===== src/rtl/pipeline_ctrl.sv =====
// Pipeline hazard/stall controller for a 5-stage in-order core.
// Freezes the whole pipe while instruction or data memory is busy,
// inserts a bubble on load-use hazards, flushes younger stages on a
// taken branch, and parks the core in a sticky HALTED state.
module pipeline_ctrl #(
  parameter int CNT_W = 16
) (
  input  logic             CLK,
  input  logic             RST,
  input  logic             ihit,
  input  logic             dhit,
  input  logic             mem_dREN,
  input  logic             mem_dWEN,
  input  logic             ex_MemToReg,
  input  logic [4:0]       ex_rt,
  input  logic [4:0]       id_rs,
  input  logic [4:0]       id_rt,
  input  logic             branch_taken,
  input  logic             wb_Halt,
  output logic             pc_en,
  output logic             ifid_writeEN,
  output logic             idex_writeEN,
  output logic             exmem_writeEN,
  output logic             memwb_writeEN,
  output logic             ifid_flush,
  output logic             idex_flush,
  output logic             exmem_flush,
  output logic             memwb_flush,
  output logic             halt,
  output logic [1:0]       state,
  output logic [CNT_W-1:0] stall_count
);

  typedef enum logic [1:0] {
    RUN    = 2'd0,
    IWAIT  = 2'd1,
    DWAIT  = 2'd2,
    HALTED = 2'd3
  } state_t;

  state_t cur_state, nxt_state;
  logic   ihit_pend;

  logic dreq, dmem_ok, imem_ok, adv, lu, stall_evt;

  // Memory handshake and hazard qualifiers; dhit only matters when a data access is pending.
  always_comb begin
    dreq    = mem_dREN | mem_dWEN;
    dmem_ok = !dreq | dhit;
    imem_ok = ihit | ihit_pend;
    adv     = imem_ok & dmem_ok & (cur_state != HALTED);
    lu      = ex_MemToReg & (ex_rt != 5'd0) & ((ex_rt == id_rs) | (ex_rt == id_rt));
    // A halting cycle is not a stall: the core is stopping, not waiting.
    stall_evt = !RST && !wb_Halt && (cur_state != HALTED) && (!adv || (lu && !branch_taken));
  end

  // State register plus the sticky fetch-complete flag.
  // NOTE: sequential state uses non-blocking (<=) so every flop samples pre-edge values.
  always_ff @(posedge CLK) begin
    if (RST) begin
      cur_state <= RUN;
      ihit_pend <= 1'b0;
    end else begin
      cur_state <= nxt_state;
      // Remember a fetch that completed while the pipe was frozen so it is
      // not lost while the data side is still waiting.
      if (adv)       ihit_pend <= 1'b0;
      else if (ihit) ihit_pend <= 1'b1;
    end
  end

  // Next-state logic: halt is sticky; otherwise track which memory is holding us up.
  always_comb begin
    nxt_state = cur_state;
    if (cur_state == HALTED) begin
      nxt_state = HALTED;
    end else if (wb_Halt) begin
      nxt_state = HALTED;
    end else if (adv) begin
      nxt_state = RUN;
    end else if (dreq && !dhit && (cur_state == RUN || cur_state == IWAIT)) begin
      nxt_state = DWAIT;
    end else if (dmem_ok && !imem_ok && (cur_state == DWAIT || cur_state == RUN)) begin
      nxt_state = IWAIT;
    end
  end

  // Latch enables and flushes, in priority order reset > halt > freeze > branch > load-use.
  always_comb begin
    // NOTE: every output gets a default first so no path can infer a latch.
    pc_en         = 1'b0;
    ifid_writeEN  = 1'b0;
    idex_writeEN  = 1'b0;
    exmem_writeEN = 1'b0;
    memwb_writeEN = 1'b0;
    ifid_flush    = 1'b0;
    idex_flush    = 1'b0;
    exmem_flush   = 1'b0;
    memwb_flush   = 1'b0;
    halt          = 1'b0;
    if (RST) begin
      halt = 1'b0;
    end else if (cur_state == HALTED || wb_Halt) begin
      halt = 1'b1;
    end else if (!adv) begin
      halt = 1'b0;
    end else if (branch_taken) begin
      // Squash the three younger instructions; the one retiring in WB stays.
      pc_en         = 1'b1;
      ifid_writeEN  = 1'b1;
      idex_writeEN  = 1'b1;
      exmem_writeEN = 1'b1;
      memwb_writeEN = 1'b1;
      ifid_flush    = 1'b1;
      idex_flush    = 1'b1;
      exmem_flush   = 1'b1;
    end else if (lu) begin
      // Hold PC and IF/ID, push a bubble into ID/EX, let the load move on.
      idex_writeEN  = 1'b1;
      idex_flush    = 1'b1;
      exmem_writeEN = 1'b1;
      memwb_writeEN = 1'b1;
    end else begin
      pc_en         = 1'b1;
      ifid_writeEN  = 1'b1;
      idex_writeEN  = 1'b1;
      exmem_writeEN = 1'b1;
      memwb_writeEN = 1'b1;
    end
  end

  // Saturating stall-cycle performance counter.
  always_ff @(posedge CLK) begin
    if (RST) begin
      stall_count <= '0;
    end else if (stall_evt && (stall_count != {CNT_W{1'b1}})) begin
      stall_count <= stall_count + CNT_W'(1);
    end
  end

  assign state = cur_state;

endmodule


===== config.mk =====
export PLATFORM = sky130hd
export DESIGN_NAME = pipeline_ctrl
export DESIGN_NICKNAME = d
export VERILOG_FILES = /design/src/rtl/pipeline_ctrl.sv
export SDC_FILE = /design/constraint.sdc
export NUM_CORES = 1
export LEC_CHECK = 0
export BUFFER_PORTS_ARGS = -buffer_cell sky130_fd_sc_hd__buf_2
export CORE_AREA = 4 4 58 60
export DETAILED_ROUTE_END_ITERATION = 6
export DIE_AREA = 0 0 62 64
export GPL_ROUTABILITY_DRIVEN = 0
export PLACE_DENSITY = 0.71
export SLEW_MARGIN = 40
export SYNTH_ARGS = -nofsm -noshare
export SYNTH_HDL_FRONTEND = slang
export SYNTH_SLANG_ARGS = --single-unit

===== constraint.sdc =====
create_clock -name CLK -period 2.1 [get_ports CLK]
set_input_delay 0.21 -clock CLK [delete_from_list [all_inputs] [get_ports CLK]]
set_output_delay 0.21 -clock CLK [all_outputs]
set_load 0.02 [all_outputs]

==> results of run 1 <==
## per-stage QoR
step / instances / instance area (um^2)
5_1_grt: 237 / 1610
2_1_floorplan: 143 / 1180
6_report: 237 / 1610
3_5_place_dp: 227 / 1490
4_1_cts: 231 / 1520
3_3_place_gp: 227 / 1490
## how the worst min path moves through the flow
| stage | from | endpoint | slack (ns) |
|---|---|---|---|
| 4_1_cts | ihit | state[0] | 0.19 |
| 3_3_place_gp | state[1] | ihit_pend | 0.47 |
| 6_report | ihit | state[0] | 0.19 |
| 5_1_grt | ihit | state[0] | 0.22 |
| 2_1_floorplan | wb_Halt | state[0] | 0.38 |
| 3_5_place_dp | state[1] | ihit_pend | 0.49 |
## layout make-up
class                      count  area [um^2]
multi-input combinational    110          721
sequential                    19          390
tap                           33         41.3
inverter                       3         11.3
clock inverter                 1         7.51
fill                         285         1320
clock buffer                   3         22.5
timing repair buffer          68          415
## layout by cell type (no fill, tap or decap), types with 2 or more instances in the layout
cell type / Yosys / layout
dfxtp_2: 0 / 2
o31ai_1: 2 / 2
nand4_1: 2 / 2
nor2b_1: 3 / 3
or3_1: 9 / 9
a21oi_2: 2 / 2
nand3_1: 9 / 9
inv_1: 3 / 3
xnor2_1: 11 / 11
dfxtp_1: 19 / 15
a21oi_1: 13 / 13
o21ai_1: 8 / 8
nand2_1: 9 / 9
dfxtp_4: 0 / 2
buf_2: 1 / 50
nor2_1: 9 / 9
or4_1: 3 / 3
buf_4: 5 / 16
and3_1: 6 / 4
clkbuf_4: 0 / 3
and3_4: 0 / 2
mux2_2: 2 / 2
## worst reg2reg max path, cell delays in order (launching register included)
cell and delay, ns:
dfxtp_4 0.37, and3_1 0.19, and2_4 0.17, a311oi_2 0.27, a22oi_2 0.14, buf_12 0.17, or4_1 0.47, a21oi_1 0.15
## metal layers
layer / up-vias / global-route usage / wire, um
met3: 4 / 0.0182 / 256
li1: 631 / - / -
met1: 549 / 0.169 / 1240
met5: - / 0 / 0
met4: 0 / 0.0477 / 31
met2: 42 / 0.272 / 1520
## cell families (layout without fill, tap and decap cells)
family | count (synthesis) | count (layout) | share of synthesized area
AO/OA/AOI/OAI | 36 | 36 | 0.196
XOR/XNOR | 12 | 12 | 0.0887
adder cells (fa/ha/maj) | 1 | 1 | 0.0106
buffers and inverters | 14 | 75 | 0.0834
flip-flops | 19 | 19 | 0.321
multiplexers | 3 | 3 | 0.0275
other | 1 | 1 | 0.00316
AND/OR/NAND/NOR | 57 | 57 | 0.269
## what timing repair did
item                                    in CTS  in global routing
buffers inserted                             0                  5
resized for setup                            0                 12
endpoints found under the setup margin       0                  2
## power breakdown
part	leakage, nW	internal, mW	switching, mW
combinational	0.560	0.0728	0.0796
sequential	0.157	0.364	0.00398
clock	0.0139	0.0726	0.118
## flip-flops by register name, summed over array words and instances (netlist names)
| signal | cells |
|---|---|
| state | 2 |
| ihit_pend | 1 |
| stall_count | 16 |
==> results.json, run 1 <==
{
  "status": "finished clean",
  "crit_cells": 7,
  "clockBufferDepth": 2,
  "cp_num_buf_inv": 1,
  "power_density_mw_per_mm2": 442,
  "ys_top_cells_by_area": "dfxtp_1 (32%), xnor2_1 (8.1%), a21oi_1 (5.5%)",
  "clock.fmax_ghz": 0.501,
  "io_pins": 52,
  "syn-cell-area_mm2": 0.00118,
  "critPathLaunchType": "register",
  "cp-endpoint": "stall_count[11]",
  "hpwl_um": 2350,
  "synth-seq-cells": 19,
  "preCtsSetupSlack_ns": 0.0480,
  "synth_most_common_cell": "dfxtp_1",
  "post-route-util": 0.550,
  "routed_wl_um": 3050,
  "place.port_buffers": 50,
  "cellLeakagePower_nw": 0.731,
  "grt_max_degree": 23,
  "path_clk_slew_ns": 0.12,
  "worstPathArrival_ns": 2.23,
  "design_power_total_uw": 711,
  "yosys.cell_types.count": 44,
  "tns_ns": 0,
  "numCtsBuffers": 3,
  "drt-initial-drc-count": 20,
  "syn-num-nets": 168,
  "route.detailed.drc": 0,
  "die_h_um": 64,
  "synth_warnings": 0,
  "nNetsFinal": 230,
  "cts.sinks": 19,
  "ys.flop_type": "dfxtp_1",
  "maxCapViolations": 0,
  "ys_top_cells_by_count": "dfxtp_1 (19), a21oi_1 (13), xnor2_1 (11)",
  "endpoint_kind": "register",
  "grtUsageTotal": 0.149,
  "drive_above_1_share": 0.446,
  "syn_avg_cell_area_um2": 8.29,
  "via_count": 1226,
  "synth_seq_area_share": 0.321,
  "start_util": 0.405,
  "critical-path-top-delay-family": "simple AND/OR/NAND/NOR gates",
  "die-area_mm2": 0.00397,
  "whs_ns": 0.194,
  "synth_edf_count": 0,
  "fin_crit_ns": 2.00,
  "diodes": 0,
  "r2r_end": "stall_count[11]",
  "post_drt_wl_per_cell_um": 12.9,
  "core-area_mm2": 0.00293,
  "antenna_left": 0,
  "finalClockSkew_ns": 0.0122,
  "hold_buffers": 0,
  "cp_slowest_cell": "or4_1",
  "cts-htree-levels": 1,
  "cts_tree": "yes",
  "crit_chain": "and3_1 > and2_4 > a311oi_2 > a22oi_2 > buf_12 > or4_1 > a21oi_1",
  "finalSetupViolations": 0,
  "cp_slowest_stage_delay_ns": 0.47,
  "grt_pass1_vias": 1190,
  "synthArstFlopShare": 0,
  "synth.largest_area_cell": "dfxtp_1",
  "grt-ovfl-total": 0,
  "layout-area-overhead-vs-synth_pct": 35.8,
  "hold_depth": 4,
  "reg2reg_depth": 7,
  "crit_type": "register to register",
  "die_width_um": 62,
  "startpoint": "stall_count[13]",
  "ff2ff_setup_slack_ns": 0.10,
  "synthCells": 143,
  "cp_data_required_time_ns": 2.34,
  "dr.pass1.iters": 4,
  "clock_latency_ns": 0.31,
  "avgViaCountPerCell": 5.17,
  "rows": 20,
  "antenna_found_initial": 0,
  "slew_violations": 0,
  "root_buffer": "clkbuf_4",
  "synth_top_area_frac": 0.321,
  "vdd_ir_drop_max_mv": 0.472,
  "hold_viol_final": 0,
  "grt_pass1_wl_um": 4670,
  "critPathMaxFanout": 8,
  "r2r-start": "stall_count[13]",
  "hp-class": "primary input to register",
  "min_period_over_period": 0.951,
  "setup_ws_ns": 0.102
}
Power figures use the tool's default switching activity.
==> run 2: changes to the inputs <==
==> config.mk (replaced) <==
export PLATFORM = sky130hd
export DESIGN_NAME = pipeline_ctrl
export DESIGN_NICKNAME = d
export VERILOG_FILES = /design/src/rtl/pipeline_ctrl.sv
export SDC_FILE = /design/constraint.sdc
export NUM_CORES = 1
export LEC_CHECK = 0
export CORE_AREA = 2 2 56 58
export DETAILED_ROUTE_END_ITERATION = 6
export DIE_AREA = 0 0 58 60
export DONT_BUFFER_PORTS = 1
export GPL_ROUTABILITY_DRIVEN = 0
export PLACE_DENSITY = 0.64
export SLEW_MARGIN = 40
export SYNTH_ARGS = -nofsm -noshare
export SYNTH_HDL_FRONTEND = slang
export SYNTH_SLANG_ARGS = --single-unit
==> run 2 against run 1 <==
Die area shrank 12%. Critical path depth did not move. Register-to-register slack gained 0.03 ns. Largest power group unchanged. Final area decreased by 12%. Global-route usage is 1.4 points higher. Utilization decreased by 6.1 points. Via count shrank 11%. Routed wire length decreased by 8.2%. Highest routed layer unchanged.
==> results.json, run 2 (synthesis gave the netlist of run 1 again) <==
{
  "grt-ovfl-total": 0,
  "die_h_um": 60,
  "largest_register_ff_count": 16,
  "dp.cells": 190,
  "place.port_buffers": 0,
  "hp-class": "primary input to register",
  "drt-initial-drc-count": 21,
  "diodes": 0,
  "grt_setup_unrepaired": "true",
  "crit_type": "register to register",
  "cp_data_required_time_ns": 2.33,
  "r2r-start": "state[1]",
  "path_clk_slew_ns": 0.11,
  "post_drt_wl_per_cell_um": 14.1,
  "preCtsSetupSlack_ns": 0.0862,
  "cts-htree-levels": 1,
  "grtUsageTotal": 0.162,
  "design_area_mm2": 0.00142,
  "reg2reg_depth": 7,
  "critPathMaxFanout": 7,
  "nNetsFinal": 192,
  "root_buffer": "clkbuf_4",
  "die-area_mm2": 0.00348,
  "nFillCells": 303,
  "cts_tree": "yes",
  "grt_pass1_wl_um": 4530,
  "start_util": 0.408,
  "cp_slowest_stage_delay_ns": 0.49,
  "max_slew_margin": 0.514,
  "post-route-util": 0.489,
  "layout_commonest_cell": "buf_4",
  "finalSetupViolations": 0,
  "dr.pass1.iters": 5,
  "setup_ws_ns": 0.130,
  "clockBufferDepth": 2,
  "seqCellArea_um2": 382,
  "dpl_cell_area_mm2": 0.00133,
  "die_width_um": 58,
  "grt_pass1_vias": 1115,
  "most-common-layout-cells": "buf_4 (27), dfxtp_1 (18), a21oi_1 (11), xnor2_1 (11)",
  "antenna_left": 0,
  "status": "finished clean",
  "cp_slowest_cell": "or4_1",
  "worstPathArrival_ns": 2.20,
  "route.detailed.drc": 0,
  "crit_chain": "a211o_1 > nand2b_4 > a311oi_2 > a22oi_2 > buf_6 > or4_1 > a21oi_2",
  "io_pins": 52,
  "min_period_over_period": 0.938,
  "via_count": 1096,
  "slew_violations": 0,
  "fin_cells": 199,
  "clock.fmax_ghz": 0.508,
  "hpwl_um": 2140,
  "avgViaCountPerCell": 5.51,
  "routed_wl_um": 2800,
  "rows": 20,
  "vdd_ir_drop_max_mv": 0.305,
  "crit_cells": 7,
  "tightestPinTransition_ns": 0.726,
  "endpoint_kind": "register",
  "multiInputGateArea_um2": 723,
  "hold_depth": 2,
  "cp_num_buf_inv": 1,
  "power_density_mw_per_mm2": 471,
  "cts.sinks": 19,
  "critPathLaunchType": "register",
  "cellLeakagePower_nw": 0.550,
  "min_from": "wb_Halt",
  "drive_above_1_share": 0.289,
  "core-area_mm2": 0.00290,
  "layout-area-overhead-vs-synth_pct": 19.7,
  "hold_viol_final": 0,
  "regMostFlops": "stall_count",
  "design_power_total_uw": 668,
  "grt_max_degree": 18,
  "numCtsBuffers": 3,
  "fin_crit_ns": 1.97,
  "critical-path-top-delay-family": "compound AO/OA/AOI/OAI gates",
  "finalClockSkew_ns": 0.000560,
  "maxCapViolations": 0,
  "clock_latency_ns": 0.29,
  "antenna_found_initial": 0,
  "startpoint": "state[1]"
}
==> run 2: changes by cell type in the layout (fill, tap and decap cells not counted), sizes merged <==
cell,previous run,this run
buf,67,29
clkinvlp,1,0
dlygate4sd3,0,1
==> run 2: layout make-up <==
class,instances,share of cell area
Timing Repair Buffer,30,0.166
Multi-Input combinational cell,110,0.510
Clock buffer,4,0.0185
Sequential cell,19,0.269
Inverter,3,0.00794
Tap cell,33,0.0291
==> run 2: what timing repair did <==
action / CTS / global route
hold buffers: 1 / 0
setup endpoints to repair: 0 / 2
endpoints found under the hold margin: 17 / 0
resized for setup: 0 / 10
setup buffers: 0 / 4
==> run 2: metrics by stage <==
step	hold slack [ns]	setup TNS [ns]
after floorplan	0.385	0
after global placement	0.275	0
after detailed placement	0.276	0
after CTS	0.104	0
after global routing	0.122	-0.0114
final	0.103	0
==> run 2: layer usage <==
layer / vias to the layer above / routed length (um) / global-route usage
li1: 552 / - / -
met1: 498 / 1170 / 0.197
met2: 40 / 1420 / 0.299
met3: 6 / 175 / 0.0195
met4: 0 / 37 / 0.0498
met5: - / 0 / 0
==> run 2: worst paths after layout <==
| check | end | slack [ns] |
|---|---|---|
| setup reg to reg | stall_count[9] | 0.13 |
| hold reg to reg | state[0] | 0.58 |
| hold / removal | state[0] | 0.10 |
| setup / recovery | stall_count[9] | 0.13 |
==> run 2: power by group <==
group          total, mW  switching, mW  internal, mW
Combinational      0.115         0.0633        0.0514
Sequential         0.370        0.00316         0.367
Clock              0.183          0.109        0.0737
Total              0.668          0.176         0.492
